[src/rtl/signal_conflict_monitor_if.sv]
// Bundle between traffic_controller codes, the conflict monitor and the lamp drivers.
// The master side drives the light codes and the fault clear pulse; the slave side drives the lamps and fault status.
interface signal_conflict_monitor_if;
   logic       fault_clr;
   logic [2:0] in_w_to_e, in_w_to_n, in_e_to_w, in_e_to_n, in_n_to_e, in_n_to_w;
   logic [2:0] lamp_w_to_e, lamp_w_to_n, lamp_e_to_w, lamp_e_to_n, lamp_n_to_e, lamp_n_to_w;
   logic       fault;
   logic [1:0] fault_code;

   modport master (
      output fault_clr,
      output in_w_to_e, in_w_to_n, in_e_to_w, in_e_to_n, in_n_to_e, in_n_to_w,
      input  lamp_w_to_e, lamp_w_to_n, lamp_e_to_w, lamp_e_to_n, lamp_n_to_e, lamp_n_to_w,
      input  fault, fault_code
   );

   modport slave (
      input  fault_clr,
      input  in_w_to_e, in_w_to_n, in_e_to_w, in_e_to_n, in_n_to_e, in_n_to_w,
      output lamp_w_to_e, lamp_w_to_n, lamp_e_to_w, lamp_e_to_n, lamp_n_to_e, lamp_n_to_w,
      output fault, fault_code
   );
endinterface

[src/rtl/signal_conflict_monitor.sv]
// Safety monitor between traffic_controller and lamp drivers: passes codes through, and on a
// confirmed conflict/invalid/stall fault latches a code and flashes every lamp yellow until cleared.
module signal_conflict_monitor #(
   parameter int PERSIST_CYCLES    = 4,
   parameter int WDOG_CYCLES       = 150_000_000,
   parameter int FLASH_HALF_CYCLES = 25_000_000
) (
   input logic                   clk,
   input logic                   rst,
   signal_conflict_monitor_if.slave bus
);
   localparam int NUM_LANES = 6;
   localparam int VEC_W     = 3;
   localparam logic [VEC_W-1:0] RED = 3'b100, YELLOW = 3'b010, GREEN = 3'b001, RED_YELLOW = 3'b110;
   localparam logic [27:0] PERSIST_LAST = 28'(PERSIST_CYCLES - 1);
   localparam logic [27:0] WDOG_LAST    = 28'(WDOG_CYCLES - 1);
   localparam logic [27:0] FLASH_LAST   = 28'(FLASH_HALF_CYCLES - 1);

   typedef enum logic {MONITOR, FAULT} state_t;

   // Lane order: 0 WE, 1 WN, 2 EW, 3 EN, 4 NE, 5 NW
   logic [NUM_LANES-1:0][VEC_W-1:0] in_v, r_q, lamp_q, lamp_d;
   logic [NUM_LANES-1:0]            active, valid;
   logic                            conflict, invalid, bad, same;
   logic                            bad_hit, wd_hit;

   state_t      state_q, state_d;
   logic [1:0]  code_q, code_d;
   logic [27:0] persist_q, persist_d, wd_q, wd_d, flash_cnt_q, flash_cnt_d;
   logic        flash_on_q, flash_on_d;

   assign in_v = {bus.in_n_to_w, bus.in_n_to_e, bus.in_e_to_n,
                  bus.in_e_to_w, bus.in_w_to_n, bus.in_w_to_e};

   for (genvar i = 0; i < NUM_LANES; i++) begin : g_lane
      assign active[i] = (r_q[i] == GREEN) || (r_q[i] == YELLOW) || (r_q[i] == RED_YELLOW);
      assign valid[i]  = active[i] || (r_q[i] == RED);
   end

   // Forbidden pairs: WE-NE, EW-WN, EW-NE, EW-NW, WN-NE, WN-EN
   assign conflict = (active[0] & active[4]) | (active[2] & active[1]) |
                     (active[2] & active[4]) | (active[2] & active[5]) |
                     (active[1] & active[4]) | (active[1] & active[3]);
   assign invalid  = ~&valid;
   assign bad      = conflict | invalid;
   assign same     = (in_v == r_q);
   assign bad_hit  = bad && (persist_q == PERSIST_LAST);
   assign wd_hit   = same && (wd_q == WDOG_LAST);

   always_comb begin
      state_d     = state_q;
      code_d      = code_q;
      persist_d   = persist_q;
      wd_d        = wd_q;
      flash_cnt_d = flash_cnt_q;
      flash_on_d  = flash_on_q;
      case (state_q)
         MONITOR: begin
            persist_d = bad  ? persist_q + 28'd1 : 28'd0;
            wd_d      = same ? wd_q + 28'd1      : 28'd0;
            if (bus.fault_clr) begin
               persist_d = '0;
               wd_d      = '0;
            end else if (bad_hit || wd_hit) begin
               state_d     = FAULT;
               persist_d   = '0;
               wd_d        = '0;
               flash_cnt_d = '0;
               flash_on_d  = 1'b1;
               if (bad_hit) code_d = conflict ? 2'b01 : 2'b10;
               else         code_d = 2'b11;
            end
         end
         FAULT: begin
            if (bus.fault_clr) begin
               state_d   = MONITOR;
               code_d    = 2'b00;
               persist_d = '0;
               wd_d      = '0;
            end else if (flash_cnt_q == FLASH_LAST) begin
               flash_cnt_d = '0;
               flash_on_d  = ~flash_on_q;
            end else begin
               flash_cnt_d = flash_cnt_q + 28'd1;
            end
         end
         default: state_d = MONITOR;
      endcase
   end

   // Lamps follow the current state, so the flash starts one cycle after fault rises
   always_comb begin
      lamp_d = r_q;
      if (state_q == FAULT) lamp_d = {NUM_LANES{flash_on_q ? YELLOW : 3'b000}};
   end

   always_ff @(posedge clk or posedge rst) begin
      if (rst) begin
         r_q         <= {NUM_LANES{RED}};
         lamp_q      <= {NUM_LANES{RED}};
         state_q     <= MONITOR;
         code_q      <= 2'b00;
         persist_q   <= '0;
         wd_q        <= '0;
         flash_cnt_q <= '0;
         flash_on_q  <= 1'b1;
      end else begin
         r_q         <= in_v;
         lamp_q      <= lamp_d;
         state_q     <= state_d;
         code_q      <= code_d;
         persist_q   <= persist_d;
         wd_q        <= wd_d;
         flash_cnt_q <= flash_cnt_d;
         flash_on_q  <= flash_on_d;
      end
   end

   assign bus.lamp_w_to_e = lamp_q[0];
   assign bus.lamp_w_to_n = lamp_q[1];
   assign bus.lamp_e_to_w = lamp_q[2];
   assign bus.lamp_e_to_n = lamp_q[3];
   assign bus.lamp_n_to_e = lamp_q[4];
   assign bus.lamp_n_to_w = lamp_q[5];
   assign bus.fault       = (state_q == FAULT);
   assign bus.fault_code  = code_q;
endmodule

[src/flat_wrapper.sv]
// flat-port wrapper written by rule: the top's interface ports become plain ports
module signal_conflict_monitor_flat 
#(
   parameter int PERSIST_CYCLES    = 4,
   parameter int WDOG_CYCLES       = 150_000_000,
   parameter int FLASH_HALF_CYCLES = 25_000_000
)
  (clk, rst, bus_fault_clr, bus_in_w_to_e, bus_in_w_to_n, bus_in_e_to_w, bus_in_e_to_n, bus_in_n_to_e, bus_in_n_to_w, bus_lamp_w_to_e, bus_lamp_w_to_n, bus_lamp_e_to_w, bus_lamp_e_to_n, bus_lamp_n_to_e, bus_lamp_n_to_w, bus_fault, bus_fault_code);
  signal_conflict_monitor_if bus_i ();
  input logic clk;
  input logic rst;
  input wire logic [$bits(bus_i.fault_clr)-1:0] bus_fault_clr;
  input wire logic [$bits(bus_i.in_w_to_e)-1:0] bus_in_w_to_e;
  input wire logic [$bits(bus_i.in_w_to_n)-1:0] bus_in_w_to_n;
  input wire logic [$bits(bus_i.in_e_to_w)-1:0] bus_in_e_to_w;
  input wire logic [$bits(bus_i.in_e_to_n)-1:0] bus_in_e_to_n;
  input wire logic [$bits(bus_i.in_n_to_e)-1:0] bus_in_n_to_e;
  input wire logic [$bits(bus_i.in_n_to_w)-1:0] bus_in_n_to_w;
  output wire logic [$bits(bus_i.lamp_w_to_e)-1:0] bus_lamp_w_to_e;
  output wire logic [$bits(bus_i.lamp_w_to_n)-1:0] bus_lamp_w_to_n;
  output wire logic [$bits(bus_i.lamp_e_to_w)-1:0] bus_lamp_e_to_w;
  output wire logic [$bits(bus_i.lamp_e_to_n)-1:0] bus_lamp_e_to_n;
  output wire logic [$bits(bus_i.lamp_n_to_e)-1:0] bus_lamp_n_to_e;
  output wire logic [$bits(bus_i.lamp_n_to_w)-1:0] bus_lamp_n_to_w;
  output wire logic [$bits(bus_i.fault)-1:0] bus_fault;
  output wire logic [$bits(bus_i.fault_code)-1:0] bus_fault_code;
  assign bus_i.fault_clr = bus_fault_clr;
  assign bus_i.in_w_to_e = bus_in_w_to_e;
  assign bus_i.in_w_to_n = bus_in_w_to_n;
  assign bus_i.in_e_to_w = bus_in_e_to_w;
  assign bus_i.in_e_to_n = bus_in_e_to_n;
  assign bus_i.in_n_to_e = bus_in_n_to_e;
  assign bus_i.in_n_to_w = bus_in_n_to_w;
  assign bus_lamp_w_to_e = bus_i.lamp_w_to_e;
  assign bus_lamp_w_to_n = bus_i.lamp_w_to_n;
  assign bus_lamp_e_to_w = bus_i.lamp_e_to_w;
  assign bus_lamp_e_to_n = bus_i.lamp_e_to_n;
  assign bus_lamp_n_to_e = bus_i.lamp_n_to_e;
  assign bus_lamp_n_to_w = bus_i.lamp_n_to_w;
  assign bus_fault = bus_i.fault;
  assign bus_fault_code = bus_i.fault_code;
  signal_conflict_monitor #(.PERSIST_CYCLES(PERSIST_CYCLES), .WDOG_CYCLES(WDOG_CYCLES), .FLASH_HALF_CYCLES(FLASH_HALF_CYCLES)) u_core (.clk(clk), .rst(rst), .bus(bus_i));
endmodule
[config.mk]
export PLATFORM = sky130hd
export DESIGN_NAME = signal_conflict_monitor_flat
export DESIGN_NICKNAME = d
export VERILOG_FILES = /design/src/rtl/signal_conflict_monitor_if.sv /design/src/rtl/signal_conflict_monitor.sv /design/src/flat_wrapper.sv
export SDC_FILE = /design/constraint.sdc
export NUM_CORES = 1
export LEC_CHECK = 0
export ABC_CLOCK_PERIOD_IN_PS = 3740
export CAP_MARGIN = 0
export CELL_PAD_IN_SITES_DETAIL_PLACEMENT = 1
export CELL_PAD_IN_SITES_GLOBAL_PLACEMENT = 1
export CORE_MARGIN = 4
export CORE_UTILIZATION = 30
export CTS_CLUSTER_DIAMETER = 30
export DETAILED_ROUTE_END_ITERATION = 16
export PLACE_DENSITY = 0.63
export SLEW_MARGIN = 20
export SYNTH_ARGS = -nofsm -noshare
export SYNTH_HDL_FRONTEND = slang
export SYNTH_SLANG_ARGS = --single-unit
[constraint.sdc]
create_clock -name clk -period 3.74 [get_ports clk]
set_input_delay 0.374 -clock clk [delete_from_list [all_inputs] [get_ports clk]]
set_output_delay 0.374 -clock clk [all_outputs]
set_load 0.02 [all_outputs]
==> impl_metrics.yaml <==
timing:
  final_hold_viol_count: 0
  skew_ns: 0.0143
  setup_violations: 0
  period_share_pct: 76.2
  max_freq_ghz: 0.351
  fin_tns_setup_ns: 0
  finalCriticalPeriod_ns: 2.85
  slew_headroom_pct: 37.2
  rsz0062_at_grt: "no"
  worstMarginPinSlew_ns: 0.942
  finalMaxSlewViolations: 0
  fin_ws_ns: 0.890
floorplan:
  die-area_um2: 26200
  coreArea_um2: 23400
  pin_count: 42
  die_w_um: 162
  row_count: 56
  start_util_pct: 30.3
  die_y_um: 162
logic_synthesis:
  synthTopCellsByCount: "dfrtp_1 (111), nand2_1 (69), nand3_1 (69)"
  syn_inst: 755
  syn_area_um2: 7100
  ys.flop_type: "dfrtp_1"
  ys_warn_count: 0
  synthTopCellsByArea: "dfrtp_1 (39%), nand3_1 (4.9%), dfstp_2 (4.8%), nand2_1 (3.7%), nand4_1 (3.1%)"
  synth_edf_count: 0
  synth_most_common_cell: "dfrtp_1"
  yosys_register_bits: 124
  avgSynthCellArea_um2: 9.40
  syn_nets: 779
  synth_async_sr_flop_share_pct: 100
  seq_area_frac_synth_pct: 44.0
  synth.top_cell.area_share_pct: 39.1
  synth_cell_type_count: 81
  yosys.area.top_type: "dfrtp_1"
final_layout:
  fillers: 2706
  drive_above_1_share_pct: 11.5
  area_growth_syn_to_layout_pct: 18.3
  seqCellArea_um2: 3120
  antennaDiodeCount: 0
  multi_input_area_um2: 3650
  layout.nets: 813
global_routing:
  antenna_found_initial: 0
  grt_overflow: 0
  grt_pass1_vias: 6196
  grt_usage_pct: 16.0
  grt_pass1_wl_um: 34200
  grt_max_degree: 98
clocking:
  post-cts-setup-buffer-count: 0
  ctsResizeCount: 0
  cts_max_path_buffers: 2
  cts_buffers: 17
  clock_sinks: 124
  hold_buffers: 0
  path_clk_slew_ns: 0.06
  cts_tree: "yes"
  cts-root-buf: "clkbuf_16"
  clk_latency_ns: 0.43
  htreeDepth: 4
power:
  ir_drop_mv: 0.354
  leakagePower_nw: 3.35
  p_per_area_nw_per_um2: 477
worst_setup_path:
  worst-endpoint-required_ns: 4.04
  path_max_fanout: 11
  cp-end-kind: "flop"
  crit_arrival_ns: 3.15
  cp-start-kind: "flop"
  worstSetupPathType: "reg -> reg"
placement:
  dpl.hpwl_um: 13700
  port_buffers: 41
  gp_congestion: 0.755
  pre_cts_ws_ns: 0.612
detailed_routing:
  drtPass1Iterations: 4
  drtAntennaViolNets: 0
  drtIter0Drc: 374
  vias: 6160
  wl_um: 20300
  viasPerCell: 5.50
  wire_per_inst_um: 18.1
  drc_errors: 0
flow_run:
  cap_violations: 0
hold_path:
  hold_class: "in -> reg"
run_status:
  status: "finished, final reports clean"
report_power, final:
part / leakage [nW] / internal (mW) / total, mW / switching [mW]
sequential: 1.61 / 1.49 / 1.66 / 0.169
clock: 0.286 / 1.02 / 1.67 / 0.653
combinational: 1.45 / 0.270 / 0.675 / 0.405
total: 3.35 / 2.78 / 4.00 / 1.23
cells in the final DEF (no fill, tap or decap), types with 8 or more instances in the layout:
cell             netlist  routed
a31oi_1               23      23
dfstp_2               13      13
nand2_1               69      69
dfrtp_1              111     111
xnor2_1               22      22
buf_4                  1      16
a211o_1                9       9
inv_1                 23      22
o21ai_0               29      29
nor3_1                32      32
and4_1                12      12
nor4b_1                8       8
a41oi_1               11      11
nand3_1               69      69
nand4_1               35      35
mux2i_1               14      14
clkdlybuf4s50_1        0      41
nor2b_1               18      18
a21oi_1                8       8
nor2_1                39      38
nor4_1                26      26
and3_1                20      20
clkbuf_16              0      17
sequential cells by signal (all words and copies together) (netlist names):
register	count
u_core.wd_q	28
u_core.bus.fault_code	2
u_core.flash_on_q	1
u_core.bus.fault	1
u_core.bus.lamp_e_to_w	3
u_core.flash_cnt_q	28
u_core.bus.lamp_e_to_n	3
u_core.bus.lamp_n_to_e	3
u_core.bus.lamp_w_to_n	3
u_core.persist_q	28
u_core.bus.lamp_n_to_w	3
u_core.bus.lamp_w_to_e	3
u_core.r_q	18
worst max-delay path, cell delays in order (launching register included):
cell and delay, ns:
dfrtp_1 0.39, ha_1 0.24, nand3_2 0.20, or3_4 0.44, nor4_4 0.35, nand3_1 0.45
and4_1 0.38, a211o_1 0.26
routing by layer:
layer  vias up  GRT usage (%)  part of all wire (%)  wire length, um
li1       2944              -                     -                -
met1      3104           22.3                    48             9760
met2        95           25.3                    46             9430
met3        17           3.22                   4.0              819
met4         0           4.54                   1.4              274
met5         -              0                     0                0
path summary, 6_finish.rpt:
| path | startpoint | end | slack (ns) | depth (start not counted) |
|---|---|---|---|---|
| setup / recovery | u_core.wd_q[0] | u_core.persist_q[14] | 0.89 | 7 |
| hold / removal | bus_in_e_to_w[2] | u_core.r_q[8] | 0.40 | 1 |
| setup reg to reg | u_core.wd_q[0] | u_core.persist_q[14] | 0.89 | 7 |
| hold reg to reg | u_core.persist_q[25] | u_core.persist_q[25] | 0.49 | 1 |
| max in group asynchronous | rst | u_core.r_q[8] | 2.33 | 3 |
| min in group asynchronous | rst | u_core.persist_q[18] | 0.54 | 2 |
logic make-up (layout without fill, tap and decap cells):
group | Yosys count | in the layout | share of synthesized area (%)
DFF | 124 | 124 | 44.0
adders and majority gates | 3 | 3 | 0.529
and+or+nand+nor | 370 | 370 | 29.5
buffers and inverters | 67 | 114 | 4.83
xor gates and xnor gates | 29 | 29 | 3.58
muxes | 15 | 15 | 2.13
AOI/OAI and AO/OA | 147 | 147 | 15.5
per-stage QoR:
step	power [mW]	instances	cell area, um^2	util, %	hold WS, ns
after floorplan	2.08	755	7100	-	0.378
after global placement	2.35	1089	7800	33.3	0.483
after detailed placement	2.36	1089	7800	33.3	0.477
after CTS	4.05	1121	8390	35.9	0.385
after global routing	4.20	1121	8390	35.9	0.400
final	4.00	1121	8390	35.9	0.397
layout make-up:
| class | count | area share [%] |
|---|---|---|
| Inverter | 25 | 1.18 |
| Sequential cell | 124 | 37.2 |
| Multi-Input combinational cell | 564 | 43.5 |
| Tap cell | 319 | 4.76 |
| Clock buffer | 19 | 5.40 |
| Clock inverter | 13 | 1.69 |
| Timing Repair Buffer | 57 | 6.32 |
No activity file was read; power rests on OpenSTA's default activity.
